**src/rtl/serial_add_ctrl.sv**
```systemverilog
`default_nettype none
// ============================================================================
// Module      : serial_add_ctrl
// Description : Bit-serial adder/subtractor controller. One full-adder slice
//               is stepped across a WIDTH-bit operand pair, LSB first, one bit
//               per clock. Operands arrive via a valid/ready handshake and the
//               sum/carry-out leave via a second valid/ready handshake.
// Revision    : 1.0 - initial release
// ============================================================================
module serial_add_ctrl #(
    parameter int WIDTH = 4
) (
    input  logic             clk,
    input  logic             rst_n,
    input  logic             in_valid,
    output logic             in_ready,
    input  logic [WIDTH-1:0] a,
    input  logic [WIDTH-1:0] b,
    input  logic             cin,
    input  logic             sub,
    output logic             out_valid,
    input  logic             out_ready,
    output logic [WIDTH-1:0] sum,
    output logic             cout,
    output logic             busy
);

    // Bit counter only needs to reach WIDTH-1; keep at least one bit.
    localparam int              CNT_W      = (WIDTH > 1) ? $clog2(WIDTH) : 1;
    localparam logic [CNT_W-1:0] c_CNT_LAST = CNT_W'(WIDTH - 1);
    localparam logic [CNT_W-1:0] c_CNT_ONE  = CNT_W'(1);

    localparam logic [1:0] c_ST_IDLE = 2'd0;
    localparam logic [1:0] c_ST_RUN  = 2'd1;
    localparam logic [1:0] c_ST_DONE = 2'd2;

    logic [1:0]       state_q, state_d;
    logic [CNT_W-1:0] cnt_q,   cnt_d;
    logic             carry_q, carry_d;
    logic [WIDTH-1:0] opa_q,   opa_d;
    logic [WIDTH-1:0] opb_q,   opb_d;
    logic [WIDTH-1:0] sum_q,   sum_d;
    logic             cout_q,  cout_d;

    logic w_accept;
    logic w_run;
    logic w_last;
    logic w_bit_s;
    logic w_bit_c;

    // Handshake / progress qualifiers derived from the current state.
    assign w_accept = in_valid && (state_q == c_ST_IDLE);
    assign w_run    = (state_q == c_ST_RUN);
    assign w_last   = w_run && (cnt_q == c_CNT_LAST);

    // The single full-adder slice working on the current LSBs.
    assign w_bit_s = opa_q[0] ^ opb_q[0] ^ carry_q;
    assign w_bit_c = (opa_q[0] & opb_q[0]) | (opa_q[0] & carry_q) | (opb_q[0] & carry_q);

    // FSM state register.
    always_ff @(posedge clk or negedge rst_n) begin
        if (!rst_n) begin
            state_q <= c_ST_IDLE;
        end else begin
            state_q <= state_d;
        end
    end

    // FSM next-state logic: accept in IDLE, step WIDTH bits in RUN, wait for consumer in DONE.
    always_comb begin
        state_d = state_q;
        case (state_q)
            c_ST_IDLE: if (w_accept)  state_d = c_ST_RUN;
            c_ST_RUN:  if (w_last)    state_d = c_ST_DONE;
            c_ST_DONE: if (out_ready) state_d = c_ST_IDLE;
            default:                  state_d = c_ST_IDLE;
        endcase
    end

    // FSM outputs: handshake flags decoded from state, results straight from registers.
    always_comb begin
        in_ready  = (state_q == c_ST_IDLE);
        out_valid = (state_q == c_ST_DONE);
        busy      = (state_q != c_ST_IDLE);
        sum       = sum_q;
        cout      = cout_q;
    end

    // Datapath next values: capture on accept, shift one bit per RUN cycle, hold otherwise.
    always_comb begin
        opa_d   = opa_q;
        opb_d   = opb_q;
        carry_d = carry_q;
        cnt_d   = cnt_q;
        sum_d   = sum_q;
        cout_d  = cout_q;
        if (w_accept) begin
            // Subtraction is A + ~B + ~borrow_in, so invert B and the incoming carry here.
            opa_d   = a;
            opb_d   = sub ? ~b : b;
            carry_d = sub ? ~cin : cin;
            cnt_d   = '0;
        end else if (w_run) begin
            opa_d   = opa_q >> 1;
            opb_d   = opb_q >> 1;
            sum_d   = {w_bit_s, sum_q[WIDTH-1:1]};
            carry_d = w_bit_c;
            // Counter parks on the last index instead of wrapping.
            cnt_d   = w_last ? cnt_q : (cnt_q + c_CNT_ONE);
            if (w_last) begin
                cout_d = w_bit_c;
            end
        end
    end

    // Datapath registers; reset clears everything so an aborted operation leaves no trace.
    always_ff @(posedge clk or negedge rst_n) begin
        if (!rst_n) begin
            opa_q   <= '0;
            opb_q   <= '0;
            carry_q <= 1'b0;
            cnt_q   <= '0;
            sum_q   <= '0;
            cout_q  <= 1'b0;
        end else begin
            opa_q   <= opa_d;
            opb_q   <= opb_d;
            carry_q <= carry_d;
            cnt_q   <= cnt_d;
            sum_q   <= sum_d;
            cout_q  <= cout_d;
        end
    end

endmodule
`default_nettype wire

```
**config.mk**
```make
export PLATFORM = sky130hd
export DESIGN_NAME = serial_add_ctrl
export DESIGN_NICKNAME = d
export VERILOG_FILES = /design/src/rtl/serial_add_ctrl.sv
export SDC_FILE = /design/constraint.sdc
export NUM_CORES = 1
export LEC_CHECK = 0
export ABC_CLOCK_PERIOD_IN_PS = 3500
export CAP_MARGIN = 5
export CORE_MARGIN = 2
export CORE_UTILIZATION = 50
export DETAILED_ROUTE_END_ITERATION = 8
export GPL_ROUTABILITY_DRIVEN = 0
export PLACE_DENSITY = 0.81
export SLEW_MARGIN = 30
export SYNTH_ARGS = -nofsm -noshare
export SYNTH_HDL_FRONTEND = slang
export SYNTH_SLANG_ARGS = --single-unit
```
**constraint.sdc**
```tcl
create_clock -name clk -period 3.5 [get_ports clk]
set_input_delay 0.525 -clock clk [delete_from_list [all_inputs] [get_ports clk]]
set_output_delay 0.525 -clock clk [all_outputs]
set_load 0.02 [all_outputs]
```
### Word-level counts from Yosys, hierarchy flattened

Index checks and enable logic that the tools add are counted.

| cells by class | value |
|---|---|
| add/sub/neg operators | 1 |
| bitwise operators | 10 |
| reductions and logical operators | 9 |
| eq/ne operators | 7 |
| multiplexer cells | 15 |

Operators with widths:

| kind | number |
|---|---|
| 4-bit two-way mux | 5 |
| 2-bit two-way mux | 6 |
| 2-bit by 1-bit != test with 1-bit output (second input constant) | 3 |
| 2-bit one-hot mux with 3 select lines | 1 |
| 3-bit AND reduction | 2 |
| 2-bit equality test (second input constant) | 2 |
| 4-bit inverter | 1 |
| 2-bit AND reduction | 2 |
| 2-bit nonzero test | 2 |
| 1-bit AND | 3 |
| 1-bit two-way mux | 3 |
| 2-bit by 1-bit adder with 2-bit output (second input constant) | 1 |
| 2-bit by 1-bit equality test with 1-bit output (second input constant) | 1 |
| 1-bit logical AND | 2 |
| 2-bit zero test | 1 |
| 2-bit != test (second input constant) | 1 |
| 1-bit inverter | 2 |
| 1-bit OR | 2 |
| 1-bit bitwise XOR | 2 |

| storage, ports and cells | value |
|---|---|
| output and inout bits | 8 |
| word-level logic and storage cells | 49 |
| input bits | 14 |
| flip-flop bits (word level) | 18 |

### Depth between registers and ports, before layout

Gate-level depths: netlist (run 1).

| logic depth | value |
|---|---|
| depth after elaboration | 5 |
| mapped depth | 4 |
| depth with buffers taken out | 4 |

### Worst setup path before layout (run 1)

Ideal clock, no wire load.

| timing path | value |
|---|---|
| path type | register to output |
| from | reg state_q[1] |
| to | out busy |
| arrival time | 953 ps |
| buffers on the path | 0 |
| path slack | 2022 ps |
| cell stages (with the launch flop) | 3 |
| required time | 2975 ps |
| cells stage by stage | dfrtp_1 nor2_1 inv_1 |

| on the way | value |
|---|---|
| word-level cells in the longest chain between the ends | 1 |

Ends and longest elaborated chain:

| element | RTL line | text |
|---|---|---|
| start: declaration | 37 | `logic [1:0] state_q, state_d;` |
| start signal: assignment | 63 | `state_q <= c_ST_IDLE;` |
| start signal: assignment | 65 | `state_q <= state_d;` |
| 2-bit nonzero test | 84 | `busy = (state_q != c_ST_IDLE);` |
| end: declaration | 25 | `output logic busy` |

No other way between the ends.

### Worst setup path after layout (run 1)

| timing path | value |
|---|---|
| from | reg state_q[1] |
| to | out out_valid |

| on the way | value |
|---|---|
| word-level cells in the longest chain between the ends | 1 |

Ends and longest elaborated chain:

| element | RTL line | text |
|---|---|---|
| 2-bit equality test | 83 | `out_valid = (state_q == c_ST_DONE);` |
| end: declaration | 21 | `output logic out_valid,` |

No other way between the ends.

==> results of run 1 <==
metal layers:
layer / share of wire / track usage / vias up
met5: 0 / 0 / -
met4: 0.016 / 0.0706 / 0
met3: 0.047 / 0.0240 / 4
met2: 0.51 / 0.303 / 27
met1: 0.43 / 0.253 / 328
li1: - / - / 327
worst max-delay path, stage by stage (launching register included):
cell	delay [ps]
sky130_fd_sc_hd__dfrtp_1	490
sky130_fd_sc_hd__or2b_1	270
sky130_fd_sc_hd__inv_1	50
sky130_fd_sc_hd__clkdlybuf4s50_1	590
layout by cell type, fill, tap and decap left out, drive strengths merged:
| cell type | netlist | final |
|---|---|---|
| nand3 | 2 | 2 |
| o21ai | 4 | 4 |
| dfrtp | 18 | 18 |
| nand2 | 24 | 24 |
| fa | 1 | 1 |
| nor3b | 2 | 2 |
| o21bai | 1 | 1 |
| mux2 | 1 | 1 |
| a21oi | 1 | 1 |
| inv | 2 | 2 |
| a22oi | 1 | 1 |
| clkdlybuf4s50 | 0 | 21 |
| a31oi | 3 | 3 |
| or2b | 2 | 2 |
| ha | 1 | 1 |
| nor2b | 1 | 1 |
| xor2 | 1 | 1 |
| xnor2 | 5 | 5 |
| a221o | 3 | 3 |
| nor2 | 8 | 8 |
| clkbuf | 1 | 4 |
| or3b | 1 | 1 |
power by group through the flow:
| stage | logic (mW) | registers, mW | clock network, mW |
|---|---|---|---|
| 2_1_floorplan | 0.290 | 0.396 | 0 |
| 3_3_place_gp | 0.450 | 0.372 | 0 |
| 3_5_place_dp | 0.465 | 0.379 | 0 |
| 4_1_cts | 0.465 | 0.376 | 0.128 |
| 5_1_grt | 0.512 | 0.391 | 0.142 |
| 6_report | 0.462 | 0.376 | 0.128 |
final cells by class:
class	instances	share of cell area
flip-flops and latches	18	0.412
multi-input cells	62	0.338
repair buffers	21	0.192
clock buffers	4	0.0332
well taps	16	0.0183
inverters	2	0.00686
sequential cells by signal (all words and copies together) (netlist names):
register  cells
opa_q         4
state_q       2
sum           4
opb_q         4
cout          1
carry_q       1
cnt_q         2
stage by stage:
step | std cells | setup WS, ps | utilization | cell area (um2)
after detailed placement | 119 | 1620 | 0.678 | 1060
after floorplan | 86 | 2020 | - | 852
final | 123 | 1290 | 0.701 | 1090
after global routing | 123 | 1220 | 0.701 | 1090
after CTS | 123 | 1290 | 0.701 | 1090
after global placement | 119 | 1660 | 0.678 | 1060
final timing paths:
path,depth (start not counted),to
worst max-delay path,3,out_valid
worst min-delay path,2,sum[0]$_DFFE_PN0P_
worst max register to register,3,cout$_DFFE_PN0P_
worst min register to register,2,sum[0]$_DFFE_PN0P_
max in group asynchronous,1,opa_q[0]$_DFFE_PN0P_
min in group asynchronous,1,cnt_q[0]$_DFFE_PN0P_
synthesized netlist by cell type:
cell,n,share of area
sky130_fd_sc_hd__or3b_4,1,0.013
sky130_fd_sc_hd__mux2_2,1,0.013
sky130_fd_sc_hd__or2b_1,2,0.018
sky130_fd_sc_hd__clkbuf_1,1,0.0044
sky130_fd_sc_hd__inv_1,2,0.0088
sky130_fd_sc_hd__xor2_1,1,0.010
sky130_fd_sc_hd__fa_1,1,0.023
sky130_fd_sc_hd__a21oi_1,1,0.0059
sky130_fd_sc_hd__dfrtp_1,18,0.53
sky130_fd_sc_hd__a31oi_1,3,0.022
sky130_fd_sc_hd__o21bai_1,1,0.0088
sky130_fd_sc_hd__xnor2_1,5,0.051
sky130_fd_sc_hd__nor3b_1,2,0.018
sky130_fd_sc_hd__nand3_1,2,0.012
sky130_fd_sc_hd__nor2b_2,1,0.010
sky130_fd_sc_hd__o21ai_0,2,0.012
sky130_fd_sc_hd__buf_2,2,0.012
sky130_fd_sc_hd__nand2_1,24,0.11
sky130_fd_sc_hd__buf_6,1,0.013
sky130_fd_sc_hd__a221o_1,3,0.035
sky130_fd_sc_hd__o21ai_2,1,0.010
sky130_fd_sc_hd__a22oi_1,1,0.0088
sky130_fd_sc_hd__o21ai_1,1,0.0059
sky130_fd_sc_hd__nor2_1,8,0.035
sky130_fd_sc_hd__ha_1,1,0.015
logic make-up (layout without fill, tap and decap cells):
family / count (synthesis) / in the layout
muxes: 1 / 1
xor gates and xnor gates: 6 / 6
and+or+nand+nor: 40 / 40
DFF: 18 / 18
AOI/OAI and AO/OA: 13 / 13
adders and majority gates: 2 / 2
buffers and inverters: 6 / 27
==> Implementation_results.wiki, run 1 <==
{| class="wikitable"
! Metric !! Value
|-
| # rows || 14
|-
| Global-route wire length before repair || 2.73 mm
|-
| Flop pwr share || 0.389
|-
| Worst r2r src || state_q[0]$_DFFE_PN0P_
|-
| Vias per std cell || 5.58
|-
| Peak supply drop || 0.000506 V
|-
| Number of H-tree branching levels || 1
|-
| XOR/XNOR share of the synthesized area || 0.0617
|-
| Count of fill cells added during filler insertion || 119
|-
| Diode insertion count for antenna repair || 0
|-
| Clock Path Buffers || 2
|-
| Switching power || 0.386 mW
|-
| Final worst hold slack || 497 ps
|-
| Detailed-route via count || 686
|-
| Min-Delay Startpoint || sum[0]$_DFFE_PN0P_
|-
| Worst setup EP type || output pin
|-
| Gate Count Post-Synth || 86
|-
| Launching element type of the critical path || register
|-
| Die Span Y || 45.3 um
|-
| Worst rel slew slack || 0.480
|-
| Post-synthesis sequential area ratio || 0.529
|-
| I/O pins || 22
|-
| Synthesis warning total || 0
|-
| Global route overflow || 0
|-
| Final antenna-violating net count || 0
|-
| Footprint of the multi-input gates || 369 um2
|-
| GRT Total Usage || 0.186
|-
| Final worst path period share || 0.631
|-
| Number of gates resized after CTS || 0
|-
| Setup TNS || 0 ps
|-
| Cell at the root of the clock tree || sky130_fd_sc_hd__clkbuf_4
|-
| Relative contribution of the clock network to total power || 0.132
|-
| Average detailed-routed wire length per instance || 13.1 um
|-
| Count of cell types in the netlist || 25
|-
| Total clock buffers created by CTS || 3
|-
| Cell internal pwr || 0.580 mW
|-
| Estimated wirelength of the detail-placed design || 1.20 mm
|-
| Path type of the worst min-delay path || register to register
|-
| Data required time at the worst endpoint || 2970 ps
|-
| Area delta synth->final || 28.3%
|-
| Final max-slew violation count || 0
|-
| Floorplan die area || 2050 um2
|-
| Basic-gate share of the synthesized area counting and, or, nand and nor cells || 0.211
|-
| Area taken by flip-flops and latches || 450 um2
|-
| Max-Cap Viols || 0
|-
| Initial cell density of the core || 0.547
|-
| Initial antenna violation count || 0
|-
| Mapped Avg Cell Area || 9.91 um2
|-
| Timing startpoint of the critical path || state_q[1]$_DFFE_PN0P_
|-
| Switching share of power || 0.399
|-
| Skew-Pair Late Insertion Delay || 290 ps
|-
| Largest driver fanout on the critical path || 8
|-
| Layout cell share with drive strength beyond 1 || 0.0748
|-
| Unrepaired setup endpoints after global routing || false
|-
| Minimum clock period after layout || 2210 ps
|-
| DRT iter0 DRCs || 19
|-
| Category of the most critical setup path || register to output pin
|-
| Net total in the final layout || 124
|-
| # clock sinks || 18
|-
| Combinational cell fraction of total power || 0.478
|-
| Largest family of logic cells by synthesized area || simple AND/OR/NAND/NOR gates
|-
| Synthesis-stage register bit count || 18
|-
| Number of iterations in the first detailed-routing pass || 4
|-
| Post-Synth Adder-Cell Area || 0.0382
|-
| Post-synthesis mux area share || 0.0132
|-
| Pwr per Cell Area || 883 nW/um2
|-
| DRC violations left || 0
|-
| Highest clock rate || 453 MHz
|-
| Clock tree skew after final layout || 3.48 ps
|-
| Clock slew at reported path FFs || 100 ps
|-
| Pwr Total || 0.966 mW
|-
| Area of the mapped netlist || 852 um2
|-
| Arr. time, crit path || 1680 ps
|-
| Area fraction in compound gates after synthesis || 0.109
|-
| Core Area || 1560 um2
|-
| Routed wire length || 1.61 mm
|-
| Maximum number of pins on one net before global-route repair || 19
|-
| Worst reg-to-reg setup slack || 2000 ps
|-
| Status || completed
|-
| CTS tree || done
|-
| Die outline width || 45.3 um
|-
| Post-CTS repair timing setup buffer count || 0
|-
| Total setup violations reported at the end of the flow || 0
|-
| Static leakage || 0.503 nW
|-
| Via count of the first global-routing pass || 599
|-
| Slew @ Worst Pin || 778 ps
|-
| Port buffer count || 21
|-
| Synthesized netlist net count || 102
|-
| Final-report hold violation count || 0
|-
| Hold bufs inserted after CTS || 0
|}
Power figures use the tool's default switching activity.
==> run 2: changes to the inputs <==
--- a/config.mk
+++ b/config.mk
@@ -5,13 +5,13 @@
 export SDC_FILE = /design/constraint.sdc
 export NUM_CORES = 1
 export LEC_CHECK = 0
-export ABC_CLOCK_PERIOD_IN_PS = 3500
+export ABC_CLOCK_PERIOD_IN_PS = 1900
 export CAP_MARGIN = 5
 export CORE_MARGIN = 2
-export CORE_UTILIZATION = 50
+export CORE_UTILIZATION = 42
 export DETAILED_ROUTE_END_ITERATION = 8
 export GPL_ROUTABILITY_DRIVEN = 0
-export PLACE_DENSITY = 0.81
+export PLACE_DENSITY = 0.72
 export SLEW_MARGIN = 30
 export SYNTH_ARGS = -nofsm -noshare
 export SYNTH_HDL_FRONTEND = slang
==> constraint.sdc (replaced) <==
create_clock -name clk -period 1.9 [get_ports clk]
set_input_delay 0.285 -clock clk [delete_from_list [all_inputs] [get_ports clk]]
set_output_delay 0.285 -clock clk [all_outputs]
set_load 0.02 [all_outputs]
==> Implementation_results.wiki, run 2 (synthesis results as in run 1) <==
{| class="wikitable"
! Metric !! Value
|-
| Total clock buffers created by CTS || 3 (unchanged)
|-
| Slew @ Worst Pin || 377 ps (-402 ps)
|-
| Detailed-route wire length on metal 1 || 679 um (-1.2%)
|-
| Critical R2R Capture || cnt_q[0]$_DFFE_PN0P_
|-
| Setup TNS || 0 ps (unchanged)
|-
| # clock sinks || 18 (unchanged)
|-
| Path type of the worst min-delay path || primary input to asynchronous set/reset pin
|-
| Count of fill cells added during filler insertion || 192 (+61%)
|-
| Final-report hold violation count || 0 (unchanged)
|-
| Diode insertion count for antenna repair || 0 (unchanged)
|-
| # rows || 16 (+2)
|-
| Via count of the first global-routing pass || 570 (-4.8%)
|-
| Area delta synth->final || 32.9%
|-
| Static leakage || 0.532 nW (+5.8%)
|-
| Detailed-route via count || 685 (-0.15%)
|-
| Series of cell instances along the critical path || nor2_1 -> inv_1 -> clkdlybuf4s50_1
|-
| Die Span Y || 49.0 um (+8.3%)
|-
| Floorplan die area || 2400 um2 (+17%)
|-
| Skew-Pair Late Insertion Delay || 300 ps (about the same)
|-
| Worst r2r src || cnt_q[0]$_DFFE_PN0P_
|-
| Net total in the final layout || 127 (+2.4%)
|-
| Layout cell share with drive strength beyond 1 || 0.109 (+0.0343)
|-
| Unrepaired setup endpoints after global routing || false
|-
| Max-Cap Viols || 0 (unchanged)
|-
| Maximum number of pins on one net before global-route repair || 19 (unchanged)
|-
| Initial cell density of the core || 0.439 (-0.108)
|-
| Cell count of the worst reg-to-reg path || 4 (+1)
|-
| Clock slew at reported path FFs || 100 ps (about the same)
|-
| Routed wire length || 1.57 mm (-2.7%)
|-
| Final Non-Filler Cells || 137 (+11%)
|-
| Number of H-tree branching levels || 1 (unchanged)
|-
| DRC violations left || 0 (unchanged)
|-
| Hold bufs inserted after CTS || 0 (unchanged)
|-
| Worst setup EP type || output pin
|-
| Initial antenna violation count || 0 (unchanged)
|-
| Estimated wirelength of the detail-placed design || 1.18 mm (-1.3%)
|-
| GRT Total Usage || 0.143 (-0.0430)
|-
| Detailed route wirelength on metal3 || 87 um (+16%)
|-
| Cell at the root of the clock tree || sky130_fd_sc_hd__clkbuf_4
|-
| Crit path largest cell delay || 530 ps (-60 ps)
|-
| Arr. time, crit path || 1500 ps (-180 ps)
|-
| Clock Path Buffers || 2 (unchanged)
|-
| Total setup violations reported at the end of the flow || 0 (unchanged)
|-
| Core Area || 1940 um2 (+25%)
|-
| CTS tree || done
|-
| Status || completed
|-
| Critical-path top delay cell || sky130_fd_sc_hd__clkdlybuf4s50_1
|-
| Routed wl met2 || 772 um (-6.1%)
|-
| Commonest cells after routing, fill and taps aside || sky130_fd_sc_hd__nand2_1 (24), sky130_fd_sc_hd__clkdlybuf4s50_1 (19), sky130_fd_sc_hd__dfrtp_1 (17), sky130_fd_sc_hd__nor2_1 (8), sky130_fd_sc_hd__xnor2_1 (5)
|-
| Placed Cells || 133 (+12%)
|-
| Final max-slew violation count || 0 (unchanged)
|-
| Highest clock rate || 560 MHz
|-
| Final worst path period share || 0.941
|-
| Port buffer count || 21 (unchanged)
|-
| Peak supply drop || 0.000812 V (+60%)
|-
| Data required time at the worst endpoint || 1620 ps (-1350 ps)
|-
| Average detailed-routed wire length per instance || 11.4 um (-13%)
|-
| I/O pins || 22 (unchanged)
|-
| Worst reg-to-reg setup slack || 610 ps (-1390 ps)
|-
| Category of the most critical setup path || register to output pin
|-
| DRT iter0 DRCs || 14 (-5)
|-
| Global route overflow || 0 (unchanged)
|-
| Area taken by flip-flops and latches || 452 um2 (+0.28%)
|-
| Largest driver fanout on the critical path || 8 (unchanged)
|-
| Minimum clock period after layout || 1790 ps
|-
| Clock tree skew after final layout || 1.78 ps (-1.71 ps)
|-
| Vias per std cell || 5.00 (-10%)
|-
| Worst rel slew slack || 0.749 (+0.269)
|-
| Uppermost signal routing layer after detailed routing || met4
|-
| Die outline width || 49.0 um (+8.3%)
|-
| Most common cell after layout, fill and taps aside || sky130_fd_sc_hd__nand2_1
|-
| Final antenna-violating net count || 0 (unchanged)
|-
| Launching element type of the critical path || register
|-
| Number of iterations in the first detailed-routing pass || 4 (unchanged)
|-
| Footprint of the multi-input gates || 369 um2 (unchanged)
|-
| Pwr per Cell Area || 1580 nW/um2 (+79%)
|-
| Global-route wire length before repair || 2.61 mm (-4.5%)
|}
run 2: changes by cell type in the layout (fill, tap and decap cells not counted):
cell,before,now
sky130_fd_sc_hd__clkdlybuf4s50_1,21,19
sky130_fd_sc_hd__dfrtp_2,0,1
sky130_fd_sc_hd__buf_4,0,3
sky130_fd_sc_hd__dlygate4sd2_1,0,1
sky130_fd_sc_hd__dfrtp_1,18,17
sky130_fd_sc_hd__dlymetal6s2s_1,0,1
run 2: worst max-delay path by stage:
stage               slack (ps)                    from         to  cells past startpoint
floorplan                  660  state_q[1]$_DFFE_PN0P_       busy                      2
global placement           300  state_q[1]$_DFFE_PN0P_  out_valid                      3
detailed placement         270  state_q[1]$_DFFE_PN0P_  out_valid                      3
CTS                         60  state_q[0]$_DFFE_PN0P_   in_ready                      2
global route                20  state_q[0]$_DFFE_PN0P_       busy                      3
finish                     110  state_q[0]$_DFFE_PN0P_       busy                      3
run 2: power breakdown:
| part | switching (mW) | internal (mW) |
|---|---|---|
| sequential | 0.121 | 0.561 |
| combinational | 0.455 | 0.413 |
| clock | 0.120 | 0.117 |
| total | 0.697 | 1.09 |
run 2: final cells by class:
cell class | instances | share of cell area
sequential | 18 | 0.399
timing repair buffer | 24 | 0.207
inverter | 2 | 0.00663
tap | 27 | 0.0298
clock buffer | 4 | 0.0320
multi-input combinational | 62 | 0.326
run 2: critical path: cells and delay by family (launching register included):
kind                   cells  cell delay [ps]
buffers and inverters      2              580
DFF                        1              450
and+or+nand+nor            1              170
run 2: per-stage QoR:
step	power, mW	util	hold slack [ps]	cell area, um2	worst slack, ps
after global placement	1.54	0.563	459	1090	303
after global routing	1.95	0.583	307	1130	17.9
final	1.79	0.583	310	1130	113
after detailed placement	1.57	0.563	479	1090	271
after floorplan	1.26	-	-10.6	852	662
after CTS	1.81	0.582	312	1130	55.7
run 2: per-layer routing:
metal  GRT usage  up-vias
met5           0        -
met4      0.0714        0
met3      0.0307        3
met2       0.221       19
met1       0.191      330
li1            -      333
run 2: repair_timing:
| item | CTS | global route |
|---|---|---|
| endpoints found under the setup margin | 1 | 1 |
| gates resized for setup | 2 | 1 |
| buffers inserted | 0 | 0 |
| cloned | 0 | 0 |
==> run 3: changes to the inputs <==
--- a/config.mk
+++ b/config.mk
@@ -5,7 +5,6 @@
 export SDC_FILE = /design/constraint.sdc
 export NUM_CORES = 1
 export LEC_CHECK = 0
-export ABC_CLOCK_PERIOD_IN_PS = 1900
 export CAP_MARGIN = 5
 export CORE_MARGIN = 2
 export CORE_UTILIZATION = 42
==> results of run 3 <==
Final layout, timing and power as in run 2 (identical DEF).
